## config.mk

```make
export PLATFORM = sky130hd
export DESIGN_NAME = ps2_host_tx_flat
export DESIGN_NICKNAME = d
export VERILOG_FILES = /design/src/rtl/ps2_host_tx_pkg.sv /design/src/rtl/ps2_host_tx_if.sv /design/src/rtl/ps2_host_tx_line_sync.sv /design/src/rtl/ps2_host_tx.sv /design/src/flat_wrapper.sv
export SDC_FILE = /design/constraint.sdc
export NUM_CORES = 1
export LEC_CHECK = 0
export CORE_MARGIN = 1
export CORE_UTILIZATION = 55
export DETAILED_ROUTE_END_ITERATION = 8
export GPL_TIMING_DRIVEN = 0
export HOLD_SLACK_MARGIN = 0.08
export PLACE_DENSITY = 0.75
export SYNTH_ARGS = -nofsm -noshare
export SYNTH_HDL_FRONTEND = slang
export SYNTH_SLANG_ARGS = --single-unit
export TNS_END_PERCENT = 10
```

## constraint.sdc

```tcl
create_clock -name clk -period 3.4 [get_ports clk]
set_input_delay 0.85 -clock clk [delete_from_list [all_inputs] [get_ports clk]]
set_output_delay 0.85 -clock clk [all_outputs]
set_load 0.005 [all_outputs]
```

## src/rtl/ps2_host_tx_pkg.sv

```systemverilog
// ---------------------------------------------------------------------------
// ps2_pkg : shared definitions for the PS/2 host transmit path.
//
// Contents:
//   tx_state_e      - transmitter state enumeration
//   FRAME_BITS      - clock falls per host-to-device frame
//                     (8 data + parity + stop + ack)
//   DEF_TIMER_*     - default timer constants for a 32 MHz system clock
//   odd_parity()    - PS/2 odd parity bit for one data byte
// ---------------------------------------------------------------------------
package ps2_pkg;

    typedef enum logic [2:0] {
        IDLE,
        INHIBIT,
        REQ,
        SHIFT,
        ACK,
        RECOVER
    } tx_state_e;

    localparam int FRAME_BITS = 11;

    localparam int DEF_TIMER_100USEC_VALUE  = 3200;
    localparam int DEF_TIMER_100USEC_BITS   = 12;
    localparam int DEF_TIMER_5USEC_VALUE    = 160;
    localparam int DEF_TIMER_WATCHDOG_VALUE = 480000;
    localparam int DEF_TIMER_WATCHDOG_BITS  = 19;

    // The parity bit makes the total count of ones across data + parity odd.
    function automatic logic odd_parity(input logic [7:0] data);
        return ~^data;
    endfunction

endpackage

```

## src/rtl/ps2_host_tx_if.sv

```systemverilog
// ---------------------------------------------------------------------------
// ps2_host_tx_if : byte-request handshake between the CPU-side controller
// and the PS/2 host transmitter.
//
// Signals:
//   tx_data   byte to send (controller -> transmitter)
//   tx_valid  send request, taken when tx_valid && tx_ready
//   tx_ready  transmitter idle and able to take a byte
//   tx_done   one-cycle pulse, device acknowledged the byte
//   tx_error  one-cycle pulse, no acknowledge or watchdog expiry
//
// Modports: master = controller side, slave = transmitter side.
// ---------------------------------------------------------------------------
interface ps2_host_tx_if;

    logic [7:0] tx_data;
    logic       tx_valid;
    logic       tx_ready;
    logic       tx_done;
    logic       tx_error;

    modport master (
        output tx_data,
        output tx_valid,
        input  tx_ready,
        input  tx_done,
        input  tx_error
    );

    modport slave (
        input  tx_data,
        input  tx_valid,
        output tx_ready,
        output tx_done,
        output tx_error
    );

endinterface

```

## src/rtl/ps2_host_tx_line_sync.sv

```systemverilog
// ---------------------------------------------------------------------------
// ps2_line_sync : brings the raw PS/2 clock and data pads into the system
// clock domain and derives one-cycle edge strobes from the synced clock.
//
// Ports:
//   clk, reset      system clock, asynchronous active-low reset
//   clk_pad_i       raw PS/2 clock pad
//   data_pad_i      raw PS/2 data pad
//   clk_sync_o      clock after two flops
//   data_sync_o     data after two flops
//   clk_fall_o      one-cycle strobe on a synced clock high->low
//   clk_rise_o      one-cycle strobe on a synced clock low->high
// ---------------------------------------------------------------------------
module ps2_line_sync (
    input  logic clk,
    input  logic reset,
    input  logic clk_pad_i,
    input  logic data_pad_i,
    output logic clk_sync_o,
    output logic data_sync_o,
    output logic clk_fall_o,
    output logic clk_rise_o
);

    logic [1:0] clkPipe_q;
    logic [1:0] dataPipe_q;
    logic       clkPrev_q;

    // Idle PS/2 lines float high, so the pipes reset to 1 and no edge is
    // seen when reset releases.
    always_ff @(posedge clk or negedge reset) begin
        if (!reset) begin
            clkPipe_q  <= 2'b11;
            dataPipe_q <= 2'b11;
            clkPrev_q  <= 1'b1;
        end else begin
            clkPipe_q  <= {clkPipe_q[0], clk_pad_i};
            dataPipe_q <= {dataPipe_q[0], data_pad_i};
            clkPrev_q  <= clkPipe_q[1];
        end
    end

    assign clk_sync_o  = clkPipe_q[1];
    assign data_sync_o = dataPipe_q[1];
    assign clk_fall_o  = clkPrev_q & ~clkPipe_q[1];
    assign clk_rise_o  = ~clkPrev_q & clkPipe_q[1];

endmodule

```

## src/rtl/ps2_host_tx.sv

```systemverilog
// ---------------------------------------------------------------------------
// ps2_host_tx : PS/2 host-to-device command transmitter.
//
// Runs the full host request: clock inhibit, start bit, 8 data bits LSB
// first, odd parity, stop, then checks the device acknowledge. Pads are
// open-drain; *_oe = 1 pulls the line low.
//
// Ports:
//   clk, reset      system clock, asynchronous active-low reset
//   tx              ps2_host_tx_if.slave (tx_data/tx_valid/tx_ready/
//                   tx_done/tx_error)
//   rx_inhibit      high while a host frame is in progress
//   ps2_clk_i       raw clock pad input
//   ps2_data_i      raw data pad input
//   ps2_clk_oe      1 = pull clock low
//   ps2_data_oe     1 = pull data low
//
// Build option: PS2_TX_RESEND_EN - when defined, the first failure of a
// byte (no ack or watchdog expiry) re-runs the whole frame once before
// tx_error is reported.
// ---------------------------------------------------------------------------
module ps2_host_tx
    import ps2_pkg::*;
#(
    parameter int TIMER_100USEC_VALUE_PP  = DEF_TIMER_100USEC_VALUE,
    parameter int TIMER_100USEC_BITS_PP   = DEF_TIMER_100USEC_BITS,
    parameter int TIMER_5USEC_VALUE_PP    = DEF_TIMER_5USEC_VALUE,
    parameter int TIMER_WATCHDOG_VALUE_PP = DEF_TIMER_WATCHDOG_VALUE,
    parameter int TIMER_WATCHDOG_BITS_PP  = DEF_TIMER_WATCHDOG_BITS
) (
    input  logic            clk,
    input  logic            reset,
    ps2_host_tx_if.slave    tx,
    output logic            rx_inhibit,
    input  logic            ps2_clk_i,
    input  logic            ps2_data_i,
    output logic            ps2_clk_oe,
    output logic            ps2_data_oe
);

    localparam int SHIFT_BITS = FRAME_BITS - 1;

    localparam logic [TIMER_100USEC_BITS_PP-1:0] INHIBIT_LAST =
        TIMER_100USEC_BITS_PP'(TIMER_100USEC_VALUE_PP - 1);
    localparam logic [TIMER_100USEC_BITS_PP-1:0] REQ_LAST =
        TIMER_100USEC_BITS_PP'(TIMER_5USEC_VALUE_PP - 1);
    localparam logic [TIMER_WATCHDOG_BITS_PP-1:0] WD_LIMIT =
        TIMER_WATCHDOG_BITS_PP'(TIMER_WATCHDOG_VALUE_PP);
    localparam logic [3:0] LAST_BIT = 4'(SHIFT_BITS);

    tx_state_e                         state_q, state_d;
    logic [TIMER_100USEC_BITS_PP-1:0]  timer_q, timer_d;
    logic [TIMER_WATCHDOG_BITS_PP-1:0] wdCount_q, wdCount_d;
    logic [3:0]                        bitCount_q, bitCount_d;
    logic [SHIFT_BITS-1:0]             shift_q, shift_d;
    logic                              dataOe_q, dataOe_d;
    logic                              ackOk_q, ackOk_d;
    logic                              armed_q, armed_d;
`ifdef PS2_TX_RESEND_EN
    logic                              retry_q, retry_d;
    logic [7:0]                        txByte_q, txByte_d;
`endif

    logic clkSync, dataSync, clkFall, clkRise;
    logic wdActive, fail, txDone, txError;

    ps2_line_sync u_sync (
        .clk         (clk),
        .reset       (reset),
        .clk_pad_i   (ps2_clk_i),
        .data_pad_i  (ps2_data_i),
        .clk_sync_o  (clkSync),
        .data_sync_o (dataSync),
        .clk_fall_o  (clkFall),
        .clk_rise_o  (clkRise)
    );

    // The watchdog covers the device-clocked part of the frame, from clock
    // release until the line has returned to idle.
    assign wdActive = (state_q == SHIFT) || (state_q == ACK) || (state_q == RECOVER);

    always_ff @(posedge clk or negedge reset) begin
        if (!reset) begin
            state_q    <= IDLE;
            timer_q    <= '0;
            wdCount_q  <= '0;
            bitCount_q <= '0;
            shift_q    <= '0;
            dataOe_q   <= 1'b0;
            ackOk_q    <= 1'b0;
            armed_q    <= 1'b1;
`ifdef PS2_TX_RESEND_EN
            retry_q    <= 1'b0;
            txByte_q   <= '0;
`endif
        end else begin
            state_q    <= state_d;
            timer_q    <= timer_d;
            wdCount_q  <= wdCount_d;
            bitCount_q <= bitCount_d;
            shift_q    <= shift_d;
            dataOe_q   <= dataOe_d;
            ackOk_q    <= ackOk_d;
            armed_q    <= armed_d;
`ifdef PS2_TX_RESEND_EN
            retry_q    <= retry_d;
            txByte_q   <= txByte_d;
`endif
        end
    end

    always_comb begin
        state_d    = state_q;
        timer_d    = timer_q;
        wdCount_d  = wdCount_q;
        bitCount_d = bitCount_q;
        shift_d    = shift_q;
        dataOe_d   = dataOe_q;
        ackOk_d    = ackOk_q;
        armed_d    = armed_q;
`ifdef PS2_TX_RESEND_EN
        retry_d    = retry_q;
        txByte_d   = txByte_q;
`endif
        txDone     = 1'b0;
        txError    = 1'b0;
        fail       = 1'b0;

        // A fall is only acted on once per low phase: it disarms until the
        // next rise, and a rise with no fall before it changes nothing.
        if (clkFall) begin
            armed_d = 1'b0;
        end else if (clkRise) begin
            armed_d = 1'b1;
        end

        if (wdActive) begin
            wdCount_d = wdCount_q + 1'b1;
        end

        case (state_q)
            IDLE: begin
                timer_d   = '0;
                wdCount_d = '0;
                // The host has priority, so a request is taken even while
                // the device is in the middle of its own frame.
                if (tx.tx_valid) begin
                    state_d = INHIBIT;
                    shift_d = {1'b1, odd_parity(tx.tx_data), tx.tx_data};
`ifdef PS2_TX_RESEND_EN
                    retry_d  = 1'b0;
                    txByte_d = tx.tx_data;
`endif
                end
            end
            INHIBIT: begin
                if (timer_q == INHIBIT_LAST) begin
                    state_d  = REQ;
                    timer_d  = '0;
                    dataOe_d = 1'b1;
                end else begin
                    timer_d = timer_q + 1'b1;
                end
            end
            REQ: begin
                if (timer_q == REQ_LAST) begin
                    state_d    = SHIFT;
                    timer_d    = '0;
                    wdCount_d  = '0;
                    bitCount_d = '0;
                    armed_d    = 1'b1;
                end else begin
                    timer_d = timer_q + 1'b1;
                end
            end
            SHIFT: begin
                // Ten falls put out data, parity and stop; the eleventh is
                // the device acknowledge, with data low meaning success.
                if (clkFall && armed_q) begin
                    if (bitCount_q == LAST_BIT) begin
                        state_d = ACK;
                        ackOk_d = ~dataSync;
                    end else begin
                        dataOe_d   = ~shift_q[0];
                        shift_d    = {1'b0, shift_q[SHIFT_BITS-1:1]};
                        bitCount_d = bitCount_q + 4'd1;
                    end
                end
            end
            ACK: begin
                state_d = RECOVER;
            end
            RECOVER: begin
                if (clkSync && dataSync) begin
                    if (ackOk_q) begin
                        txDone  = 1'b1;
                        state_d = IDLE;
                    end else begin
                        fail = 1'b1;
                    end
                end
            end
            default: begin
                state_d = IDLE;
            end
        endcase

        // Watchdog expiry overrides whatever the frame was doing.
        if (wdActive && (wdCount_q == WD_LIMIT)) begin
            fail   = 1'b1;
            txDone = 1'b0;
        end

        if (fail) begin
            dataOe_d  = 1'b0;
            timer_d   = '0;
            wdCount_d = '0;
`ifdef PS2_TX_RESEND_EN
            if (!retry_q) begin
                retry_d = 1'b1;
                state_d = INHIBIT;
                shift_d = {1'b1, odd_parity(txByte_q), txByte_q};
            end else begin
                txError = 1'b1;
                state_d = IDLE;
            end
`else
            txError = 1'b1;
            state_d = IDLE;
`endif
        end
    end

    assign tx.tx_ready = (state_q == IDLE);
    assign tx.tx_done  = txDone;
    assign tx.tx_error = txError;
    assign rx_inhibit  = (state_q != IDLE);
    assign ps2_clk_oe  = (state_q == INHIBIT) || (state_q == REQ);
    assign ps2_data_oe = dataOe_q;

endmodule
```

## src/flat_wrapper.sv

```systemverilog
// flat-port wrapper written by rule: the top's interface ports become plain ports
module ps2_host_tx_flat import ps2_pkg::*;
#(
    parameter int TIMER_100USEC_VALUE_PP  = DEF_TIMER_100USEC_VALUE,
    parameter int TIMER_100USEC_BITS_PP   = DEF_TIMER_100USEC_BITS,
    parameter int TIMER_5USEC_VALUE_PP    = DEF_TIMER_5USEC_VALUE,
    parameter int TIMER_WATCHDOG_VALUE_PP = DEF_TIMER_WATCHDOG_VALUE,
    parameter int TIMER_WATCHDOG_BITS_PP  = DEF_TIMER_WATCHDOG_BITS
)
  (clk, reset, rx_inhibit, ps2_clk_i, ps2_data_i, ps2_clk_oe, ps2_data_oe, tx_tx_data, tx_tx_valid, tx_tx_ready, tx_tx_done, tx_tx_error);
  ps2_host_tx_if tx_i ();
  input  logic clk;
  input  logic reset;
  output logic rx_inhibit;
  input  logic ps2_clk_i;
  input  logic ps2_data_i;
  output logic ps2_clk_oe;
  output logic ps2_data_oe;
  input wire logic [$bits(tx_i.tx_data)-1:0] tx_tx_data;
  input wire logic [$bits(tx_i.tx_valid)-1:0] tx_tx_valid;
  output wire logic [$bits(tx_i.tx_ready)-1:0] tx_tx_ready;
  output wire logic [$bits(tx_i.tx_done)-1:0] tx_tx_done;
  output wire logic [$bits(tx_i.tx_error)-1:0] tx_tx_error;
  assign tx_i.tx_data = tx_tx_data;
  assign tx_i.tx_valid = tx_tx_valid;
  assign tx_tx_ready = tx_i.tx_ready;
  assign tx_tx_done = tx_i.tx_done;
  assign tx_tx_error = tx_i.tx_error;
  ps2_host_tx #(.TIMER_100USEC_VALUE_PP(TIMER_100USEC_VALUE_PP), .TIMER_100USEC_BITS_PP(TIMER_100USEC_BITS_PP), .TIMER_5USEC_VALUE_PP(TIMER_5USEC_VALUE_PP), .TIMER_WATCHDOG_VALUE_PP(TIMER_WATCHDOG_VALUE_PP), .TIMER_WATCHDOG_BITS_PP(TIMER_WATCHDOG_BITS_PP)) u_core (.clk(clk), .reset(reset), .tx(tx_i), .rx_inhibit(rx_inhibit), .ps2_clk_i(ps2_clk_i), .ps2_data_i(ps2_data_i), .ps2_clk_oe(ps2_clk_oe), .ps2_data_oe(ps2_data_oe));
endmodule
```

==> results of run 1 <==
-- area by class of cell --
type	count	area share, %
multi-input combinational	236	44.58
sequential	56	41.46
timing repair buffer	19	5.729
tap	70	2.571
clock buffer	6	2.130
inverter	12	1.322
buffer	8	1.175
clock inverter	2	1.028
-- through the flow --
step / instances / total power, mW / hold slack (ps) / setup slack, ps / cell area, µm²
3_3_place_gp: 400 / 0.7392 / 346.0 / -235.2 / 3278
2_1_floorplan: 312 / 0.7082 / 345.2 / 1078 / 3010
4_1_cts: 409 / 1.175 / 367.7 / 40.15 / 3401
3_5_place_dp: 401 / 0.7435 / 353.2 / 406.3 / 3293
6_report: 409 / 1.164 / 363.7 / 134.2 / 3407
5_1_grt: 409 / 1.205 / 369.7 / 40.02 / 3407
-- critical path: stages, from the launching register on --
cell and delay (ps):
dfrtp_2 470, and3b_1 220, buf_2 140, nor2_2 70, or4_4 570, nand2_2 130
clkdlybuf4s50_1 510
-- cells by family after synthesis --
| family | share of synthesized area (%) |
|---|---|
| mux | 3.782 |
| compound gates | 11.80 |
| xor+xnor | 7.855 |
| fa+ha+maj | 2.411 |
| simple gates | 24.52 |
| buf+inv | 2.826 |
| flops | 46.80 |
-- metal layers --
| metal | vias up | routed length, µm | track usage, % |
|---|---|---|---|
| li1 | 1168 | - | - |
| met1 | 1129 | 2957 | 32.52 |
| met2 | 29 | 2779 | 36.82 |
| met3 | 7 | 191 | 4.671 |
| met4 | 0 | 71 | 7.692 |
| met5 | - | 0 | 0 |
-- flip-flops by register name, indices dropped and copies added (netlist names) --
register	flops
u_core.shift_q	10
u_core.ackOk_q	1
u_core.timer_q	12
u_core.u_sync.clkPipe_q	2
u_core.u_sync.clkPrev_q	1
u_core.u_sync.dataPipe_q	2
u_core.armed_q	1
u_core.bitCount_q	4
u_core.wdCount_q	19
u_core.ps2_data_oe	1
u_core.state_q	3
-- path summary, 6_finish.rpt --
check                                             from                           to  slack, ps  cells past startpoint
max                                  u_core.state_q[2]                  tx_tx_error        130                      6
max reg2reg                          u_core.timer_q[1]            u_core.state_q[1]       1170                      7
max in group asynchronous                        reset  u_core.u_sync.dataPipe_q[0]       2210                      2
min in group asynchronous                        reset           u_core.timer_q[10]        530                      1
min                        u_core.u_sync.dataPipe_q[0]  u_core.u_sync.dataPipe_q[1]        360                      0
min reg2reg                u_core.u_sync.dataPipe_q[0]  u_core.u_sync.dataPipe_q[1]        360                      0
-- what timing repair did --
action | CTS | global route
setup buffers | 0 | 0
resized for setup | 0 | 4
endpoints found under the hold margin | 0 | 0
endpoints found under the setup margin | 0 | 1
-- layout by cell type, fill, tap and decap left out, types with 5 or more instances in the layout --
master,instances
nor2_1,35
and3_1,7
nand3_1,13
nor3_1,13
clkbuf_8,5
a21oi_1,10
ha_1,5
buf_2,6
nand2_1,28
a22o_1,5
clkdlybuf4s50_1,17
dfstp_2,6
dfrtp_1,47
nand4_1,9
xnor2_1,14
inv_1,12
mux2i_1,8
a211o_1,7
o21ai_0,14
xor2_1,13
-- power breakdown --
part | leakage, nW | switching (mW) | internal (mW) | total (mW)
registers | 0.737 | 0.00270 | 0.673 | 0.676
clock network | 0.0552 | 0.216 | 0.219 | 0.435
logic | 0.734 | 0.0262 | 0.0271 | 0.0534
==> impl_metrics.json, run 1 <==
{
  "tns_ps": 0,
  "ys_top_cells_by_count": "dfrtp_1, nor2_1, nand2_1",
  "wl_um": 6000,
  "end_kind": "output port",
  "drt_iter0_markers": 84,
  "maxSlewHeadroom_pct": 44.37,
  "start_util_pct": 57.84,
  "grt_pass1_wl_um": 10900,
  "die_x_um": 75.98,
  "skew_ps": 10.62,
  "yosysWarnings": 0,
  "synth_edf_count": 0,
  "multi_input_area_mm2": 0.001519,
  "netlist_instances": 312,
  "h-tree-depth": 2,
  "powerDensity_mw_per_mm2": 341.6,
  "ant_nets": 0,
  "die_area_mm2": 0.005773,
  "fp.coreArea_mm2": 0.005205,
  "syn_area_mm2": 0.003010,
  "clockRootBuffer": "clkbuf_8",
  "period_minus_slack_ps": 3266,
  "final.fill_count": 431,
  "drc": 0,
  "place_hpwl_um": 4335,
  "ctsHoldBuffers": 0,
  "worstPathRequired_ps": 2550,
  "synth.yosys.seq_area_share_pct": 46.80,
  "critPathKind": "flip-flop to output port",
  "clk_pin_slew_ps": 100,
  "clock_path_buffers": 2,
  "insertion_delay_ps": 320,
  "io_pins": 19,
  "vias": 2333,
  "cp.arrival_ps": 2420,
  "rows": 26,
  "p_leak_nw": 1.527,
  "grt_overflow_total": 0,
  "nets": 356,
  "setup.worst_path.start_class": "flip-flop",
  "clock_sinks": 56,
  "period_share_pct": 96.05,
  "synth.avg_cell_area_um2": 9.649,
  "grt_pass1_vias": 2329,
  "drv_cap": 0,
  "gp_congestion": 0.8361,
  "synthArstFlopShare_pct": 100.0,
  "io_buffers": 18,
  "cts_made_buffers": 5,
  "synth_top_cell_by_area": "dfrtp_1",
  "drive_above_1_share_pct": 10.91,
  "synth-seq-cells": 56,
  "crit_fanout": 8,
  "final_util_pct": 65.46,
  "viasPerCell": 5.704,
  "holdCritPathClass": "flip-flop to flip-flop",
  "fmax_ghz": 0.3062,
  "grt_util_all_layers_pct": 23.37,
  "syn_nets": 330,
  "area_delta_synth_final_pct": 13.18,
  "drt_first_pass_iters": 4,
  "synth_area_leaders": "dfrtp_1, dfstp_2, nor2_1",
  "cts_tree": "yes",
  "synthFlopType": "dfrtp_1",
  "slew_violations": 0,
  "wire_per_inst_um": 14.67,
  "diodes": 0,
  "hold_viol_final": 0,
  "grt_max_degree": 32,
  "netlist.area_leader.share_pct": 41.56,
  "setup_viol": 0,
  "yosysUniqueCellTypes": 52,
  "rsz0062_at_grt": "false",
  "status": "complete, no violations",
  "tightest_slew_ps": 829.5,
  "seqCellArea_mm2": 0.001413,
  "antenna_found_initial": 0,
  "ir_drop_mv": 0.2113,
  "die_h_um": 75.98,
  "yosysMostFrequentCell": "dfrtp_1"
}
Note: power is estimated with default switching activity, not from simulation.
==> run 2, diff against run 1 <==
--- a/config.mk
+++ b/config.mk
@@ -7,6 +7,8 @@
 export LEC_CHECK = 0
 export CORE_MARGIN = 1
 export CORE_UTILIZATION = 55
+export CTS_CLUSTER_DIAMETER = 120
+export CTS_CLUSTER_SIZE = 8
 export DETAILED_ROUTE_END_ITERATION = 8
 export GPL_TIMING_DRIVEN = 0
 export HOLD_SLACK_MARGIN = 0.08
==> results of run 2 <==
Final layout, timing and power as in run 1 (identical DEF).
==> run 3, diff against run 2 <==
--- a/config.mk
+++ b/config.mk
@@ -6,13 +6,13 @@
 export NUM_CORES = 1
 export LEC_CHECK = 0
 export CORE_MARGIN = 1
-export CORE_UTILIZATION = 55
+export CORE_UTILIZATION = 60
 export CTS_CLUSTER_DIAMETER = 120
 export CTS_CLUSTER_SIZE = 8
 export DETAILED_ROUTE_END_ITERATION = 8
 export GPL_TIMING_DRIVEN = 0
 export HOLD_SLACK_MARGIN = 0.08
-export PLACE_DENSITY = 0.75
+export PLACE_DENSITY = 0.81
 export SYNTH_ARGS = -nofsm -noshare
 export SYNTH_HDL_FRONTEND = slang
 export SYNTH_SLANG_ARGS = --single-unit
==> run 3 against run 2 <==
  * Die area down 8.1%
  * Highest routed layer unchanged
  * Clock skew down 4.0 ps
  * Final cell count down 0.73%
  * Worst setup slack worse by 39 ps
  * Largest power group unchanged
  * Worst hold slack worse by 3.8 ps
  * Critical endpoint unchanged
  * Via count up 2.4%
==> impl_metrics.json, run 3 (synthesis results as in run 1) <==
{
  "status": "complete, no violations",
  "grt_overflow_total": 0,
  "insertion_delay_ps": 300,
  "ctsHoldBuffers": 0,
  "cts_tree": "yes",
  "critPathKind": "flip-flop to output port",
  "seqCellArea_mm2": 0.001410,
  "largest_registers": "u_core.wdCount_q x19, u_core.timer_q x12, u_core.shift_q x10",
  "cts_made_buffers": 5,
  "report.power.total_mw": 1.092,
  "drc": 0,
  "clock_sinks": 56,
  "tightest_slew_ps": 890.9,
  "setup.worst_path.start_class": "flip-flop",
  "gp_congestion": 0.8262,
  "drive_above_1_share_pct": 10.03,
  "powerDensity_mw_per_mm2": 322.8,
  "ir_drop_mv": 0.2698,
  "nets": 356,
  "skew_ps": 6.578,
  "start_util_pct": 62.90,
  "h-tree-depth": 2,
  "holdCritPathClass": "flip-flop to flip-flop",
  "cp_slowest_cell": "or4_4",
  "ant_nets": 0,
  "setup_viol": 0,
  "timing.final.ws_setup_ps": 94.94,
  "grt_pass1_wl_um": 9915,
  "diodes": 0,
  "cpPeakStageDelay_ps": 540,
  "area_delta_synth_final_pct": 12.39,
  "rows": 25,
  "worstPathRequired_ps": 2550,
  "wl_um": 5895,
  "crit_fanout": 4,
  "stdcell_count": 406,
  "post-place-cells": 398,
  "io_pins": 19,
  "die_x_um": 72.83,
  "grt_max_degree": 41,
  "drt_first_pass_iters": 4,
  "wire_per_inst_um": 14.52,
  "end_kind": "output port",
  "grt_pass1_vias": 2270,
  "clock_path_buffers": 2,
  "layout_commonest_cell": "dfrtp_1",
  "layout_common_cells": "dfrtp_1, nor2_1, nand2_1",
  "maxSlewHeadroom_pct": 40.25,
  "place_hpwl_um": 4213,
  "fp.coreArea_mm2": 0.004786,
  "hold_viol_final": 0,
  "clk_pin_slew_ps": 90,
  "drt_iter0_markers": 167,
  "cp.arrival_ps": 2460,
  "crit_chain": "nor4_1 -> nand4_1 -> or4_4 -> nand2_2 -> clkdlybuf4s50_1",
  "multi_input_area_mm2": 0.001519,
  "antenna_found_initial": 0,
  "die_area_mm2": 0.005304,
  "viasPerCell": 5.884,
  "final.fill_count": 369,
  "p_leak_nw": 1.520,
  "largest-register": "u_core.wdCount_q",
  "io_buffers": 18,
  "grt_util_all_layers_pct": 24.24,
  "rsz0062_at_grt": "false",
  "die_h_um": 72.83,
  "cts_setup_buffers": 0,
  "dp_slack_ps": 413.0,
  "period_minus_slack_ps": 3305,
  "vias": 2389,
  "largest_reg_flops": 19,
  "drv_cap": 0,
  "period_share_pct": 97.21,
  "clockRootBuffer": "clkbuf_8",
  "fmax_ghz": 0.3026,
  "slew_violations": 0
}
## run 3: worst max-delay path: cells and delay by family, from the launching register on
family,cells,cell delay [ps]
and+or+nand+nor,4,1230
buffers and inverters,1,510
DFF,1,410
## run 3: through the flow
stage / TNS [ps] / instance area [µm²] / hold WS (ps) / util, %
floorplan: 0 / 3010 / 345.2 / -
global placement: -10520 / 3274 / 345.8 / 68.42
detailed placement: 0 / 3289 / 348.7 / 68.73
CTS: 0 / 3379 / 362.6 / 70.61
global route: 0 / 3383 / 361.5 / 70.69
finish: 0 / 3383 / 359.9 / 70.69
## run 3: layout make-up
class	count	share of cell area, %
multi-input cells	236	44.90
well taps	67	2.478
clock buffers	8	2.663
inverters	12	1.331
plain buffers	8	1.183
repair buffers	19	5.769
flip-flops and latches	56	41.68
## run 3: path summary, 6_finish.rpt
path / start / end / slack (ps) / depth (start not counted)
worst max-delay path: u_core.wdCount_q[7] / tx_tx_error / 90 / 5
worst min-delay path: u_core.u_sync.clkPipe_q[0] / u_core.u_sync.clkPipe_q[1] / 360 / 0
worst max register to register: u_core.bitCount_q[0] / u_core.shift_q[2] / 1100 / 8
worst min register to register: u_core.u_sync.clkPipe_q[0] / u_core.u_sync.clkPipe_q[1] / 360 / 0
max in group asynchronous: reset / u_core.u_sync.dataPipe_q[0] / 2310 / 2
min in group asynchronous: reset / u_core.timer_q[10] / 470 / 1
## run 3: repair_timing
action	CTS	global route
hold endpoints to repair	0	0
gates resized for setup	0	2
setup endpoints to repair	0	1
## run 3: metal layers
layer  GRT usage, %  vias to the layer above  part of all wire [%]
met5              0                        -                     0
met4          8.061                        0                   1.4
met3          4.696                       10                   3.9
met2          41.54                       47                    49
met1          30.93                     1169                    46
li1               -                     1163                     -
## run 3: power breakdown
| group | leakage [nW] | internal [mW] | total [mW] | switching [mW] |
|---|---|---|---|---|
| registers | 0.741 | 0.673 | 0.676 | 0.00272 |
| logic | 0.734 | 0.0271 | 0.0526 | 0.0255 |
| clock network | 0.0455 | 0.167 | 0.364 | 0.197 |
| total | 1.52 | 0.867 | 1.09 | 0.226 |
